[src/rtl/sc_statemachine_pointtype_if.sv]
// Button and register-control bundle between the player buttons and the
// point-type FSM. The master side drives the buttons; the slave side is the FSM.
interface sc_statemachine_pointtype_if #(
   parameter int POS_WIDTH = 3
);
   logic                 SC_STATEMACHINEPOINTTYPE_start_InLow;
   logic                 SC_STATEMACHINEPOINTTYPE_left_InLow;
   logic                 SC_STATEMACHINEPOINTTYPE_right_InLow;
   logic                 SC_STATEMACHINEPOINTTYPE_clear_OutLow;
   logic                 SC_STATEMACHINEPOINTTYPE_load0_OutLow;
   logic [1:0]           SC_STATEMACHINEPOINTTYPE_shiftselection_Out;
   logic [POS_WIDTH-1:0] SC_STATEMACHINEPOINTTYPE_position_OutBUS;
   logic                 SC_STATEMACHINEPOINTTYPE_busy_Out;

   modport master (
      output SC_STATEMACHINEPOINTTYPE_start_InLow,
      output SC_STATEMACHINEPOINTTYPE_left_InLow,
      output SC_STATEMACHINEPOINTTYPE_right_InLow,
      input  SC_STATEMACHINEPOINTTYPE_clear_OutLow,
      input  SC_STATEMACHINEPOINTTYPE_load0_OutLow,
      input  SC_STATEMACHINEPOINTTYPE_shiftselection_Out,
      input  SC_STATEMACHINEPOINTTYPE_position_OutBUS,
      input  SC_STATEMACHINEPOINTTYPE_busy_Out
   );

   modport slave (
      input  SC_STATEMACHINEPOINTTYPE_start_InLow,
      input  SC_STATEMACHINEPOINTTYPE_left_InLow,
      input  SC_STATEMACHINEPOINTTYPE_right_InLow,
      output SC_STATEMACHINEPOINTTYPE_clear_OutLow,
      output SC_STATEMACHINEPOINTTYPE_load0_OutLow,
      output SC_STATEMACHINEPOINTTYPE_shiftselection_Out,
      output SC_STATEMACHINEPOINTTYPE_position_OutBUS,
      output SC_STATEMACHINEPOINTTYPE_busy_Out
   );
endinterface

[src/rtl/sc_statemachine_pointtype.sv]
// Point-type control FSM: turns start/left/right presses into one clear/load/shift action each.
// Optional held-button auto-repeat is built when SC_STATEMACHINEPOINTTYPE_AUTOREPEAT_EN is defined.
module sc_statemachine_pointtype #(
   parameter int DATAWIDTH     = 8,
   parameter int POS_WIDTH     = 3,
   parameter int INIT_POS      = 3,
   parameter int REPEAT_CYCLES = 16
) (
   input  logic                        SC_STATEMACHINEPOINTTYPE_CLOCK_50,
   input  logic                        SC_STATEMACHINEPOINTTYPE_RESET_InHigh,
   sc_statemachine_pointtype_if.slave  if_pt
);
   typedef enum logic [2:0] {
      ST_START = 3'd0,
      ST_IDLE  = 3'd1,
      ST_LOAD  = 3'd2,
      ST_LEFT  = 3'd3,
      ST_RIGHT = 3'd4,
      ST_WAIT  = 3'd5
   } state_t;

   localparam logic [POS_WIDTH-1:0] LP_POS_MAX  = POS_WIDTH'(DATAWIDTH - 1);
   localparam logic [POS_WIDTH-1:0] LP_POS_INIT = POS_WIDTH'(INIT_POS);
   localparam logic [POS_WIDTH-1:0] LP_POS_ZERO = POS_WIDTH'(0);
   localparam logic [POS_WIDTH-1:0] LP_POS_ONE  = POS_WIDTH'(1);

   if (((32'd1 << POS_WIDTH) < DATAWIDTH) || (INIT_POS >= DATAWIDTH) || (REPEAT_CYCLES < 1))
   begin : g_param_check
      $error("sc_statemachine_pointtype: inconsistent parameters");
   end

   state_t               r_state;
   state_t               w_state_next;
   logic [2:0]           r_btn_n;      // {start, left, right}, sampled one edge earlier
   logic                 r_loaded;
   logic [POS_WIDTH-1:0] r_pos;
   logic                 r_clear_n;
   logic                 r_load_n;
   logic [1:0]           r_shift;
   logic                 r_busy;
   logic                 w_clear_n;
   logic                 w_load_n;
   logic [1:0]           w_shift;
   logic                 w_busy;
   logic                 w_rep_fire;

   // Decision taken from IDLE; edge limits turn a blocked move into a consumed press.
   function automatic state_t f_idle_eval(input logic [2:0] btn_n, input logic loaded,
                                          input logic [POS_WIDTH-1:0] pos);
      state_t nxt;
      if (!btn_n[2]) begin
         nxt = ST_LOAD;
      end else if (!btn_n[1] && !btn_n[0]) begin
         nxt = ST_WAIT;
      end else if (!btn_n[1]) begin
         nxt = (loaded && (pos < LP_POS_MAX)) ? ST_LEFT : ST_WAIT;
      end else if (!btn_n[0]) begin
         nxt = (loaded && (pos > LP_POS_ZERO)) ? ST_RIGHT : ST_WAIT;
      end else begin
         nxt = ST_IDLE;
      end
      return nxt;
   endfunction

`ifdef SC_STATEMACHINEPOINTTYPE_AUTOREPEAT_EN
   localparam int                  LP_CNT_W    = $clog2(REPEAT_CYCLES + 1);
   localparam logic [LP_CNT_W-1:0] LP_CNT_LAST = LP_CNT_W'(REPEAT_CYCLES - 1);
   localparam logic [LP_CNT_W-1:0] LP_CNT_ONE  = LP_CNT_W'(1);

   logic [LP_CNT_W-1:0] r_rep_cnt;
   logic [1:0]          r_rep_dir;     // 2'b01 left, 2'b10 right, 2'b00 not repeatable
   logic                w_rep_hold;

   // Repeat qualifies only while the lone entry direction button stays low.
   always_comb begin
      w_rep_hold = 1'b0;
      if (r_state == ST_WAIT) begin
         case (r_rep_dir)
            2'b01:   w_rep_hold = (r_btn_n == 3'b101);
            2'b10:   w_rep_hold = (r_btn_n == 3'b110);
            default: w_rep_hold = 1'b0;
         endcase
      end else begin
         w_rep_hold = 1'b0;
      end
      w_rep_fire = w_rep_hold && (r_rep_cnt == LP_CNT_LAST);
   end

   // Hold counter and the direction that caused entry into WAITRELEASE.
   always_ff @(posedge SC_STATEMACHINEPOINTTYPE_CLOCK_50) begin
      if (SC_STATEMACHINEPOINTTYPE_RESET_InHigh) begin
         r_rep_cnt <= '0;
         r_rep_dir <= 2'b00;
      end else begin
         if (w_rep_hold && !w_rep_fire) begin
            r_rep_cnt <= r_rep_cnt + LP_CNT_ONE;
         end else begin
            r_rep_cnt <= '0;
         end
         if (r_state == ST_IDLE) begin
            case (r_btn_n)
               3'b101:  r_rep_dir <= 2'b01;
               3'b110:  r_rep_dir <= 2'b10;
               default: r_rep_dir <= 2'b00;
            endcase
         end
      end
   end
`else
   assign w_rep_fire = 1'b0;
`endif

   // Next-state logic.
   always_comb begin
      w_state_next = ST_START;
      case (r_state)
         ST_START: w_state_next = ST_IDLE;
         ST_IDLE:  w_state_next = f_idle_eval(r_btn_n, r_loaded, r_pos);
         ST_LOAD:  w_state_next = ST_WAIT;
         ST_LEFT:  w_state_next = ST_WAIT;
         ST_RIGHT: w_state_next = ST_WAIT;
         ST_WAIT: begin
            if (w_rep_fire) begin
               w_state_next = f_idle_eval(r_btn_n, r_loaded, r_pos);
            end else if (r_btn_n == 3'b111) begin
               w_state_next = ST_IDLE;
            end else begin
               w_state_next = ST_WAIT;
            end
         end
         default:  w_state_next = ST_START;
      endcase
   end

   // Moore output decode of the next state, registered alongside the state itself.
   always_comb begin
      w_clear_n = 1'b1;
      w_load_n  = 1'b1;
      w_shift   = 2'b00;
      w_busy    = 1'b1;
      case (w_state_next)
         ST_START: w_clear_n = 1'b0;
         ST_IDLE:  w_busy    = 1'b0;
         ST_LOAD:  w_load_n  = 1'b0;
         ST_LEFT:  w_shift   = 2'b01;
         ST_RIGHT: w_shift   = 2'b10;
         ST_WAIT:  w_busy    = 1'b1;
         default:  w_clear_n = 1'b0;
      endcase
   end

   // State register and registered outputs.
   always_ff @(posedge SC_STATEMACHINEPOINTTYPE_CLOCK_50) begin
      if (SC_STATEMACHINEPOINTTYPE_RESET_InHigh) begin
         r_state   <= ST_START;
         r_clear_n <= 1'b0;
         r_load_n  <= 1'b1;
         r_shift   <= 2'b00;
         r_busy    <= 1'b1;
      end else begin
         r_state   <= w_state_next;
         r_clear_n <= w_clear_n;
         r_load_n  <= w_load_n;
         r_shift   <= w_shift;
         r_busy    <= w_busy;
      end
   end

   // Button sampling and point position; the position moves as its action state is left.
   always_ff @(posedge SC_STATEMACHINEPOINTTYPE_CLOCK_50) begin
      if (SC_STATEMACHINEPOINTTYPE_RESET_InHigh) begin
         r_btn_n  <= 3'b111;
         r_loaded <= 1'b0;
         r_pos    <= LP_POS_ZERO;
      end else begin
         r_btn_n <= {if_pt.SC_STATEMACHINEPOINTTYPE_start_InLow,
                     if_pt.SC_STATEMACHINEPOINTTYPE_left_InLow,
                     if_pt.SC_STATEMACHINEPOINTTYPE_right_InLow};
         case (r_state)
            ST_LOAD: begin
               r_pos    <= LP_POS_INIT;
               r_loaded <= 1'b1;
            end
            ST_LEFT:  r_pos <= r_pos + LP_POS_ONE;
            ST_RIGHT: r_pos <= r_pos - LP_POS_ONE;
            default:  r_pos <= r_pos;
         endcase
      end
   end

   assign if_pt.SC_STATEMACHINEPOINTTYPE_clear_OutLow       = r_clear_n;
   assign if_pt.SC_STATEMACHINEPOINTTYPE_load0_OutLow       = r_load_n;
   assign if_pt.SC_STATEMACHINEPOINTTYPE_shiftselection_Out = r_shift;
   assign if_pt.SC_STATEMACHINEPOINTTYPE_position_OutBUS    = r_pos;
   assign if_pt.SC_STATEMACHINEPOINTTYPE_busy_Out           = r_busy;
endmodule

[src/flat_wrapper.sv]
// flat-port wrapper written by rule: the top's interface ports become plain ports
module sc_statemachine_pointtype_flat 
#(
   parameter int DATAWIDTH     = 8,
   parameter int POS_WIDTH     = 3,
   parameter int INIT_POS      = 3,
   parameter int REPEAT_CYCLES = 16
)
  (SC_STATEMACHINEPOINTTYPE_CLOCK_50, SC_STATEMACHINEPOINTTYPE_RESET_InHigh, if_pt_SC_STATEMACHINEPOINTTYPE_start_InLow, if_pt_SC_STATEMACHINEPOINTTYPE_left_InLow, if_pt_SC_STATEMACHINEPOINTTYPE_right_InLow, if_pt_SC_STATEMACHINEPOINTTYPE_clear_OutLow, if_pt_SC_STATEMACHINEPOINTTYPE_load0_OutLow, if_pt_SC_STATEMACHINEPOINTTYPE_shiftselection_Out, if_pt_SC_STATEMACHINEPOINTTYPE_position_OutBUS, if_pt_SC_STATEMACHINEPOINTTYPE_busy_Out);
  sc_statemachine_pointtype_if #(.POS_WIDTH(POS_WIDTH)) if_pt_i ();
  input  logic SC_STATEMACHINEPOINTTYPE_CLOCK_50;
  input  logic SC_STATEMACHINEPOINTTYPE_RESET_InHigh;
  input wire logic [$bits(if_pt_i.SC_STATEMACHINEPOINTTYPE_start_InLow)-1:0] if_pt_SC_STATEMACHINEPOINTTYPE_start_InLow;
  input wire logic [$bits(if_pt_i.SC_STATEMACHINEPOINTTYPE_left_InLow)-1:0] if_pt_SC_STATEMACHINEPOINTTYPE_left_InLow;
  input wire logic [$bits(if_pt_i.SC_STATEMACHINEPOINTTYPE_right_InLow)-1:0] if_pt_SC_STATEMACHINEPOINTTYPE_right_InLow;
  output wire logic [$bits(if_pt_i.SC_STATEMACHINEPOINTTYPE_clear_OutLow)-1:0] if_pt_SC_STATEMACHINEPOINTTYPE_clear_OutLow;
  output wire logic [$bits(if_pt_i.SC_STATEMACHINEPOINTTYPE_load0_OutLow)-1:0] if_pt_SC_STATEMACHINEPOINTTYPE_load0_OutLow;
  output wire logic [$bits(if_pt_i.SC_STATEMACHINEPOINTTYPE_shiftselection_Out)-1:0] if_pt_SC_STATEMACHINEPOINTTYPE_shiftselection_Out;
  output wire logic [$bits(if_pt_i.SC_STATEMACHINEPOINTTYPE_position_OutBUS)-1:0] if_pt_SC_STATEMACHINEPOINTTYPE_position_OutBUS;
  output wire logic [$bits(if_pt_i.SC_STATEMACHINEPOINTTYPE_busy_Out)-1:0] if_pt_SC_STATEMACHINEPOINTTYPE_busy_Out;
  assign if_pt_i.SC_STATEMACHINEPOINTTYPE_start_InLow = if_pt_SC_STATEMACHINEPOINTTYPE_start_InLow;
  assign if_pt_i.SC_STATEMACHINEPOINTTYPE_left_InLow = if_pt_SC_STATEMACHINEPOINTTYPE_left_InLow;
  assign if_pt_i.SC_STATEMACHINEPOINTTYPE_right_InLow = if_pt_SC_STATEMACHINEPOINTTYPE_right_InLow;
  assign if_pt_SC_STATEMACHINEPOINTTYPE_clear_OutLow = if_pt_i.SC_STATEMACHINEPOINTTYPE_clear_OutLow;
  assign if_pt_SC_STATEMACHINEPOINTTYPE_load0_OutLow = if_pt_i.SC_STATEMACHINEPOINTTYPE_load0_OutLow;
  assign if_pt_SC_STATEMACHINEPOINTTYPE_shiftselection_Out = if_pt_i.SC_STATEMACHINEPOINTTYPE_shiftselection_Out;
  assign if_pt_SC_STATEMACHINEPOINTTYPE_position_OutBUS = if_pt_i.SC_STATEMACHINEPOINTTYPE_position_OutBUS;
  assign if_pt_SC_STATEMACHINEPOINTTYPE_busy_Out = if_pt_i.SC_STATEMACHINEPOINTTYPE_busy_Out;
  sc_statemachine_pointtype #(.DATAWIDTH(DATAWIDTH), .POS_WIDTH(POS_WIDTH), .INIT_POS(INIT_POS), .REPEAT_CYCLES(REPEAT_CYCLES)) u_core (.SC_STATEMACHINEPOINTTYPE_CLOCK_50(SC_STATEMACHINEPOINTTYPE_CLOCK_50), .SC_STATEMACHINEPOINTTYPE_RESET_InHigh(SC_STATEMACHINEPOINTTYPE_RESET_InHigh), .if_pt(if_pt_i));
endmodule
[config.mk]
export PLATFORM = sky130hd
export DESIGN_NAME = sc_statemachine_pointtype_flat
export DESIGN_NICKNAME = d
export VERILOG_FILES = /design/src/rtl/sc_statemachine_pointtype_if.sv /design/src/rtl/sc_statemachine_pointtype.sv /design/src/flat_wrapper.sv
export SDC_FILE = /design/constraint.sdc
export NUM_CORES = 1
export LEC_CHECK = 0
export BUFFER_PORTS_ARGS = -buffer_cell sky130_fd_sc_hd__buf_4
export CAP_MARGIN = 15
export CORE_AREA = 2 2 39 41
export CTS_CLUSTER_SIZE = 8
export DETAILED_ROUTE_END_ITERATION = 10
export DIE_AREA = 0 0 41 43
export PLACE_DENSITY = 0.83
export RECOVER_POWER = 25
export SYNTH_ARGS = -nofsm -noshare
export SYNTH_HDL_FRONTEND = slang
export SYNTH_SLANG_ARGS = --single-unit
[constraint.sdc]
create_clock -name SC_STATEMACHINEPOINTTYPE_CLOCK_50 -period 2.3 [get_ports SC_STATEMACHINEPOINTTYPE_CLOCK_50]
set_input_delay 0.46 -clock SC_STATEMACHINEPOINTTYPE_CLOCK_50 [delete_from_list [all_inputs] [get_ports SC_STATEMACHINEPOINTTYPE_CLOCK_50]]
set_output_delay 0.46 -clock SC_STATEMACHINEPOINTTYPE_CLOCK_50 [all_outputs]
set_load 0.005 [all_outputs]
# Word level (Yosys, flattened, before mapping)
# Cells that the tools add are included.
totals:
  register_bits: 15
  input_bits: 5
  out_inout_bits: 8
  word_cells: 45
op_classes:
  addsub: 2
  n_lt_le_gt_ge: 2
  eq_ne: 11
  muxes: 13
  n_reduce_logical: 9
op_table:
  columns: ["operator", "n"]
  rows:
  - ["$mux W3", 6]
  - ["$eq A3 B3 Y1 const B", 5]
  - ["$eq A3 B2 Y1 const B", 4]
  - ["$pmux W3 S4", 1]
  - ["$pmux W3 S3", 1]
  - ["$eq A3 B1 Y1 const B", 2]
  - ["$reduce_or A5 Y1", 1]
  - ["$mux W1", 4]
  - ["$pmux W2 S2", 1]
  - ["$add A3 B1 Y3 const B", 1]
  - ["$gt A3 B1 Y1 const B", 1]
  - ["$logic_and A1 B1 Y1", 3]
  - ["$logic_not A3 Y1", 1]
  - ["$lt A3 B3 Y1 const B", 1]
  - ["$reduce_bool A3 Y1", 1]
  - ["$reduce_or A3 Y1", 1]
  - ["$sub A3 B1 Y3 const B", 1]
  - ["$logic_not A1 Y1", 2]

# Longest topological paths before layout
# Gate-level depths: netlist of run 1.
depth:
  depth_word: 11
  depth_mapped: 8
  mapped_depth_nobuf: 7

# Least setup slack after synthesis of run 1
# Ideal clock, no wire load.
synth_timing:
  kind: "flip-flop to flip-flop"
  start: "register u_core.r_state[1]"
  end: "register u_core.r_pos[1] (netlist: u_core.if_pt.SC_STATEMACHINEPOINTTYPE_position_OutBUS[1])"
  setup_time_ns: 0.130
  t_arrival_ns: 1.657
  required_ns: 2.170
  path_slack_ns: 0.513
  path_stages_with_launch: 8
  n_path_buf: 1
  period_less_slack_ns: 1.787
  cell_sequence: "dfxtp_1 > buf_6 > or3b_4 > inv_1 > fa_1 > mux2_2 > nand2_1 > a21oi_1"
synth_between:
  elab_chain_len: 2
  word_cells_on_any_way: 5
  classes_between: "eq/ne (3); mux (1); reduce/logical (1)"
synth_rtl:
  columns: ["item", "line_no", "rtl"]
  rows:
  - ["start: declaration", "sc_statemachine_pointtype.sv:32", "state_t r_state;"]
  - ["start signal: assignment", "sc_statemachine_pointtype.sv:161", "r_state <= w_state_next;"]
  - ["$eq A3 B3 Y1 / $eq A3 B2 Y1 (equally long branches)", "sc_statemachine_pointtype.sv:179", "case (r_state)"]
  - ["$pmux W3 S3 / $reduce_bool A3 Y1 (equally long branches)", null, null]
  - ["end signal: assignment", "sc_statemachine_pointtype.sv:184", "ST_LEFT: r_pos <= r_pos + LP_POS_ONE;"]
  - ["end signal: assignment", "sc_statemachine_pointtype.sv:185", "ST_RIGHT: r_pos <= r_pos - LP_POS_ONE;"]
  - ["end signal: assignment", "sc_statemachine_pointtype.sv:186", "default: r_pos <= r_pos;"]
  - ["end: declaration", "sc_statemachine_pointtype.sv:36", "logic [POS_WIDTH-1:0] r_pos;"]
# Several ways; a longest one is shown, not always the timed one.
# A chain may end at the register's enable or synchronous reset.

# Worst setup path in the final report of run 1
layout_timing:
  start: "register u_core.r_state[2]"
  end: "register u_core.r_pos[1] (netlist: u_core.if_pt.SC_STATEMACHINEPOINTTYPE_position_OutBUS[1])"
# The elaborated chain is that of the path after synthesis.

==> flow_summary.ini, run 1 <==
[grt]
grt_pass1_wl_mm = 2.090
overflow = 0
antenna_found_initial = 0
grtUsageTotal_pct = 18.07
grt_max_degree = 14
first_global_vias = 492

[floorplanning]
num_rows = 14
die_h_um = 43
core_area_sq_um = 1384
die_w_um = 41
start_util_pct = 46.20
boundaryPins = 13
dieArea_sq_um = 1763

[placed_design]
dp_slack_ns = 0.4519
numPortBuffers = 12
placed_cells = 97
dp_hpwl_um = 866.7
postPlaceCellArea_sq_um = 734.5
gp_congestion = 0.8822

[worst_setup_path]
crit_type = flip-flop to flip-flop
start_kind = flip-flop
cpPeakStageDelay_ns = 0.42
required_ns = 2.46
cp_slowest_cell = dfxtp_1
critPathBufInv = 1
ff2ff_path_depth = 6
arrival_ns = 2.03
cp_num_cells = 6
crit_fanout = 8
cp_top_family = simple AND/OR/NAND/NOR gates
crit_chain = or3b_4 > inv_1 > fa_1 > mux2_2 > nand2_1 > a21oi_1
cp-end-kind = flip-flop

[final_layout]
final_util_pct = 54.70
final_area_sq_um = 757.0
final_cells = 101
syn_to_final_growth_pct = 18.40
drive_gt1_share_pct = 24.71
fin_nets = 92
antenna_cells = 0

[detailed_routing]
vias_per_cell = 5.436
drt_iter0_drc = 30
vias = 549
totalWireLength_mm = 1.212
wire_per_inst_um = 12.00
drtAntennaViolNets = 0
drt-pass1-iter-count = 4
drcViolationCount = 0

[sta]
skew_ns = 0.005869
setup_tns_ns = 0
worst_pin_slew_ns = 0.5030
slew_viol_final = 0
timing.fmax_mhz = 534.8
setup_viol = 0
setup_slack_ns = 0.4301
hold_viol = 0
min_period_over_period_pct = 81.30
rsz0062_at_grt = false
final.min_clock_period_ns = 1.870
relSlewSlack_pct = 66.47

[clock_network]
clkLatencyLatePin_ns = 0.29
clockBufferDepth = 2
clock_sinks = 15
clk_pin_slew_ns = 0.09
cts_hold_buf = 0
post_cts_buffers = 0
cts_buffers = 3
cts-root-buf = clkbuf_4
cts.repair.resized = 0
cts-htree-levels = 1
cts_tree = yes

[yosys]
synthMostInstantiatedCell = dfxtp_1
yosys_warnings = 0
syn_avg_cell_area_sq_um = 9.005
synth.top_cell.area_share_pct = 46.97
synthFlopType = dfxtp_1
synth_area_sq_um = 639.4
yosys-top-cells-area = dfxtp_1 (47%), a21oi_1 (5.5%), nor2b_1 (3.9%), or2_2 (3.9%), inv_1 (3.5%)
synth_area_leader_cell = dfxtp_1
async_reset_ff_share_pct = 0
yosysSeqAreaShare_pct = 46.97
synth-seq-cells = 15
syn-num-nets = 77
yosys-top-cells-count = dfxtp_1 (15), a21oi_1 (7), inv_1 (6), nand2_1 (6), nor2_1 (6)
synth-edff-count = 0
synth_cells = 71
synth.distinct_cells = 28

[hold_path]
hold_path.class = primary input to flip-flop
hold_depth = 2

[flow_run]
cap_viol_max_count = 0

[power]
p_seq_share_pct = 57.2
power_frac_comb_pct = 13.4
p_switching_mw = 0.1295
p_leak_nw = 0.3196
power_density_nw_per_um2 = 671.0
switching_share_pct = 25.50
power_frac_clock_pct = 29.4
ir_worst_vdd_uv = 394.9
internal_power_mw = 0.3784

[outcome]
status = finished clean
==> layout by cell type (no fill, tap or decap) <==
cell type / count
dfxtp_1: 15
buf_4: 11
a21oi_1: 7
inv_1: 6
nand2_1: 6
nor2_1: 6
or2_2: 4
nor2b_1: 4
clkbuf_4: 3
o31ai_1: 2
o21ai_0: 2
clkbuf_1: 2
or3b_4: 1
and3_1: 1
nor3b_1: 1
nand3b_1: 1
nor3_1: 1
nand4_1: 1
and2b_1: 1
o22ai_1: 1
nand2b_1: 1
o22ai_2: 1
a311oi_1: 1
a211oi_1: 1
o221ai_1: 1
mux2_2: 1
or3_1: 1
o211ai_1: 1
fa_1: 1
==> cell type report <==
class | count | area [sq um]
clock buffers | 4 | 26.28
fillers | 133 | 626.9
inverters | 6 | 22.52
multi-input cells | 48 | 301.5
flip-flops and latches | 15 | 300.3
well taps | 16 | 20.02
repair buffers | 12 | 86.33
==> metrics by stage <==
step                      power (mW)  hold slack, ns
final                         0.5080          0.3538
after global routing          0.5446          0.3459
after CTS                     0.5134          0.3486
after detailed placement      0.3647          0.4924
after global placement        0.3622          0.4816
after floorplan               0.3384          0.4581
==> sequential cells by signal, indices dropped and copies added (netlist names) <==
name                                                      cells
u_core.if_pt.SC_STATEMACHINEPOINTTYPE_position_OutBUS         3
u_core.r_loaded                                               1
u_core.if_pt.SC_STATEMACHINEPOINTTYPE_busy_Out                1
u_core.if_pt.SC_STATEMACHINEPOINTTYPE_shiftselection_Out      2
u_core.r_btn_n                                                3
u_core.r_state                                                3
u_core.if_pt.SC_STATEMACHINEPOINTTYPE_load0_OutLow            1
u_core.if_pt.SC_STATEMACHINEPOINTTYPE_clear_OutLow            1
==> kinds of logic (layout without fill, tap and decap cells) <==
family	Yosys count	after routing	share of synthesized area, %
AO/OA/AOI/OAI	17	17	17.42
adder cells (fa/ha/maj)	1	1	3.131
buffers and inverters	8	22	5.870
flip-flops	15	15	46.97
multiplexers	1	1	1.761
AND/OR/NAND/NOR	29	29	24.85
==> final timing paths <==
check                                                  start                end  slack [ns]
setup / recovery                           u_core.r_state[2]          flip-flop        0.43
setup reg to reg                           u_core.r_state[2]          flip-flop        0.43
hold reg to reg                              u_core.r_loaded    u_core.r_loaded        0.52
hold / removal    if_pt_SC_STATEMACHINEPOINTTYPE_right_InLow  u_core.r_btn_n[0]        0.35
==> layer usage <==
layer  global-route usage (%)  up-vias  share of wire [%]
li1                         -      272                  -
met1                    24.00      247                 44
met2                    23.44       25                 45
met3                    6.806        5                7.7
met4                    12.00        0                3.1
met5                        0        -                  0
==> power groups by stage <==
stage / clock, mW / combinational [mW] / sequential [mW]
finish: 0.149 / 0.0680 / 0.290
detailed placement: 0 / 0.0681 / 0.297
global route: 0.174 / 0.0769 / 0.294
floorplan: 0 / 0.0455 / 0.293
global placement: 0 / 0.0669 / 0.295
CTS: 0.154 / 0.0690 / 0.290
(Power assumes the default switching activity.)
==> inputs of run 2 (changes only) <==
==> constraint.sdc (replaced) <==
create_clock -name SC_STATEMACHINEPOINTTYPE_CLOCK_50 -period 1.85 [get_ports SC_STATEMACHINEPOINTTYPE_CLOCK_50]
set_input_delay 0.37 -clock SC_STATEMACHINEPOINTTYPE_CLOCK_50 [delete_from_list [all_inputs] [get_ports SC_STATEMACHINEPOINTTYPE_CLOCK_50]]
set_output_delay 0.37 -clock SC_STATEMACHINEPOINTTYPE_CLOCK_50 [all_outputs]
set_load 0.005 [all_outputs]
==> flow_summary.ini, run 2 (synthesis results as in run 1) <==
[outcome]
status = finished clean

[grt]
grtUsageTotal_pct = 17.02
grt_pass1_wl_mm = 1.945
grt_max_degree = 14
antenna_found_initial = 0
first_global_vias = 474
overflow = 0

[floorplanning]
die_h_um = 43
dieArea_sq_um = 1763
boundaryPins = 13
core_area_sq_um = 1384
num_rows = 14
die_w_um = 41
start_util_pct = 46.20

[detailed_routing]
drt-pass1-iter-count = 4
drtAntennaViolNets = 0
vias = 547
vias_per_cell = 5.260
wire_per_inst_um = 11.24
drcViolationCount = 0
drt_iter0_drc = 19
totalWireLength_mm = 1.169

[clock_network]
post_cts_buffers = 0
clock_sinks = 15
cts-htree-levels = 1
cts-root-buf = clkbuf_4
cts_buffers = 3
clk_pin_slew_ns = 0.08
clockBufferDepth = 2
cts_hold_buf = 0
cts_tree = yes
clkLatencyLatePin_ns = 0.28
cts.repair.resized = 0

[worst_setup_path]
crit_fanout = 3
ff2ff_path_depth = 6
cp-end-kind = flip-flop
arrival_ns = 1.91
start_kind = flip-flop
crit_type = flip-flop to flip-flop
rr_startpoint = u_core.r_state[2]
required_ns = 2.02
rrSetupSlack_ns = 0.11

[placed_design]
gp_congestion = 0.8651
placed_cells = 100
numPortBuffers = 12
dp_hpwl_um = 871.4

[hold_path]
hold_path.class = primary input to flip-flop
hold_depth = 2
min-delay-start = if_pt_SC_STATEMACHINEPOINTTYPE_right_InLow
worstHoldEndpoint = u_core.r_btn_n[0]

[final_layout]
final_cells = 104
antenna_cells = 0
drive_gt1_share_pct = 27.27
fin_nets = 95
final_common_cell = dfxtp_1
mostFrequentLayoutCells = dfxtp_1 (15), buf_4 (14), a21oi_1 (7)
syn_to_final_growth_pct = 21.92

[flow_run]
cap_viol_max_count = 0

[power]
ir_worst_vdd_uv = 326.1
finalPower_mw = 0.6334
p_leak_nw = 0.3351
power_density_nw_per_um2 = 812.5

[sta]
worst_pin_slew_ns = 0.4211
slew_viol_final = 0
timing.hold.ws_ns = 0.2639
min_period_over_period_pct = 94.26
setup_tns_ns = 0
final.min_clock_period_ns = 1.744
rsz0062_at_grt = false
timing.fmax_mhz = 573.5
skew_ns = 0.004578
hold_viol = 0
setup_viol = 0
relSlewSlack_pct = 71.86
[run 2: changes by cell type in the layout (fill, tap and decap cells not counted), sizes merged]
| cell | previous run | this run |
|---|---|---|
| buf | 11 | 14 |
[run 2: routing by layer]
| layer | global-route usage (%) | part of all wire, % | vias up |
|---|---|---|---|
| li1 | - | - | 276 |
| met1 | 19.87 | 46 | 251 |
| met5 | 0 | 0 | - |
| met4 | 10.00 | 1.5 | 0 |
| met3 | 7.853 | 5.6 | 4 |
| met2 | 24.38 | 47 | 16 |
[run 2: metrics by stage]
| stage | utilization [%] | instance area (sq um) | setup WS, ns |
|---|---|---|---|
| global placement | 54.70 | 757.0 | 0.1680 |
| detailed placement | 54.70 | 757.0 | 0.1235 |
| floorplan | - | 639.4 | 0.06300 |
| global route | 56.33 | 779.5 | 0.03338 |
| finish | 56.33 | 779.5 | 0.1062 |
| CTS | 56.60 | 783.3 | 0.1132 |
[run 2: power breakdown]
part	total [mW]	leakage, nW	internal [mW]	switching [mW]
Combinational	0.0965	0.197	0.0510	0.0455
Clock	0.182	0.0150	0.0838	0.0985
Sequential	0.355	0.123	0.341	0.0139
[run 2: critical path, cell delays in order (launching register included)]
cell and delay [ns]:
dfxtp_1 0.33, or3b_4 0.40, inv_1 0.08, fa_1 0.43
mux2_2 0.28, nand2_1 0.07, a21oi_1 0.06
[run 2: worst max-delay path by stage]
| stage | start | end | slack (ns) | cells after the start |
|---|---|---|---|---|
| finish | u_core.r_state[2] | flip-flop | 0.11 | 6 |
| global route | u_core.r_state[1] | flip-flop | 0.03 | 6 |
| CTS | u_core.r_state[2] | flip-flop | 0.11 | 6 |
| detailed placement | u_core.r_state[1] | flip-flop | 0.12 | 6 |
| global placement | u_core.r_state[1] | flip-flop | 0.17 | 6 |
| floorplan | u_core.r_state[1] | flip-flop | 0.06 | 7 |
[run 2: layout make-up]
class / count / area (sq um)
Inverter: 6 / 22.52
Sequential cell: 15 / 300.3
Multi-Input combinational cell: 48 / 301.5
Tap cell: 16 / 20.02
Fill cell: 124 / 604.3
Timing Repair Buffer: 15 / 108.9
Clock buffer: 4 / 26.28
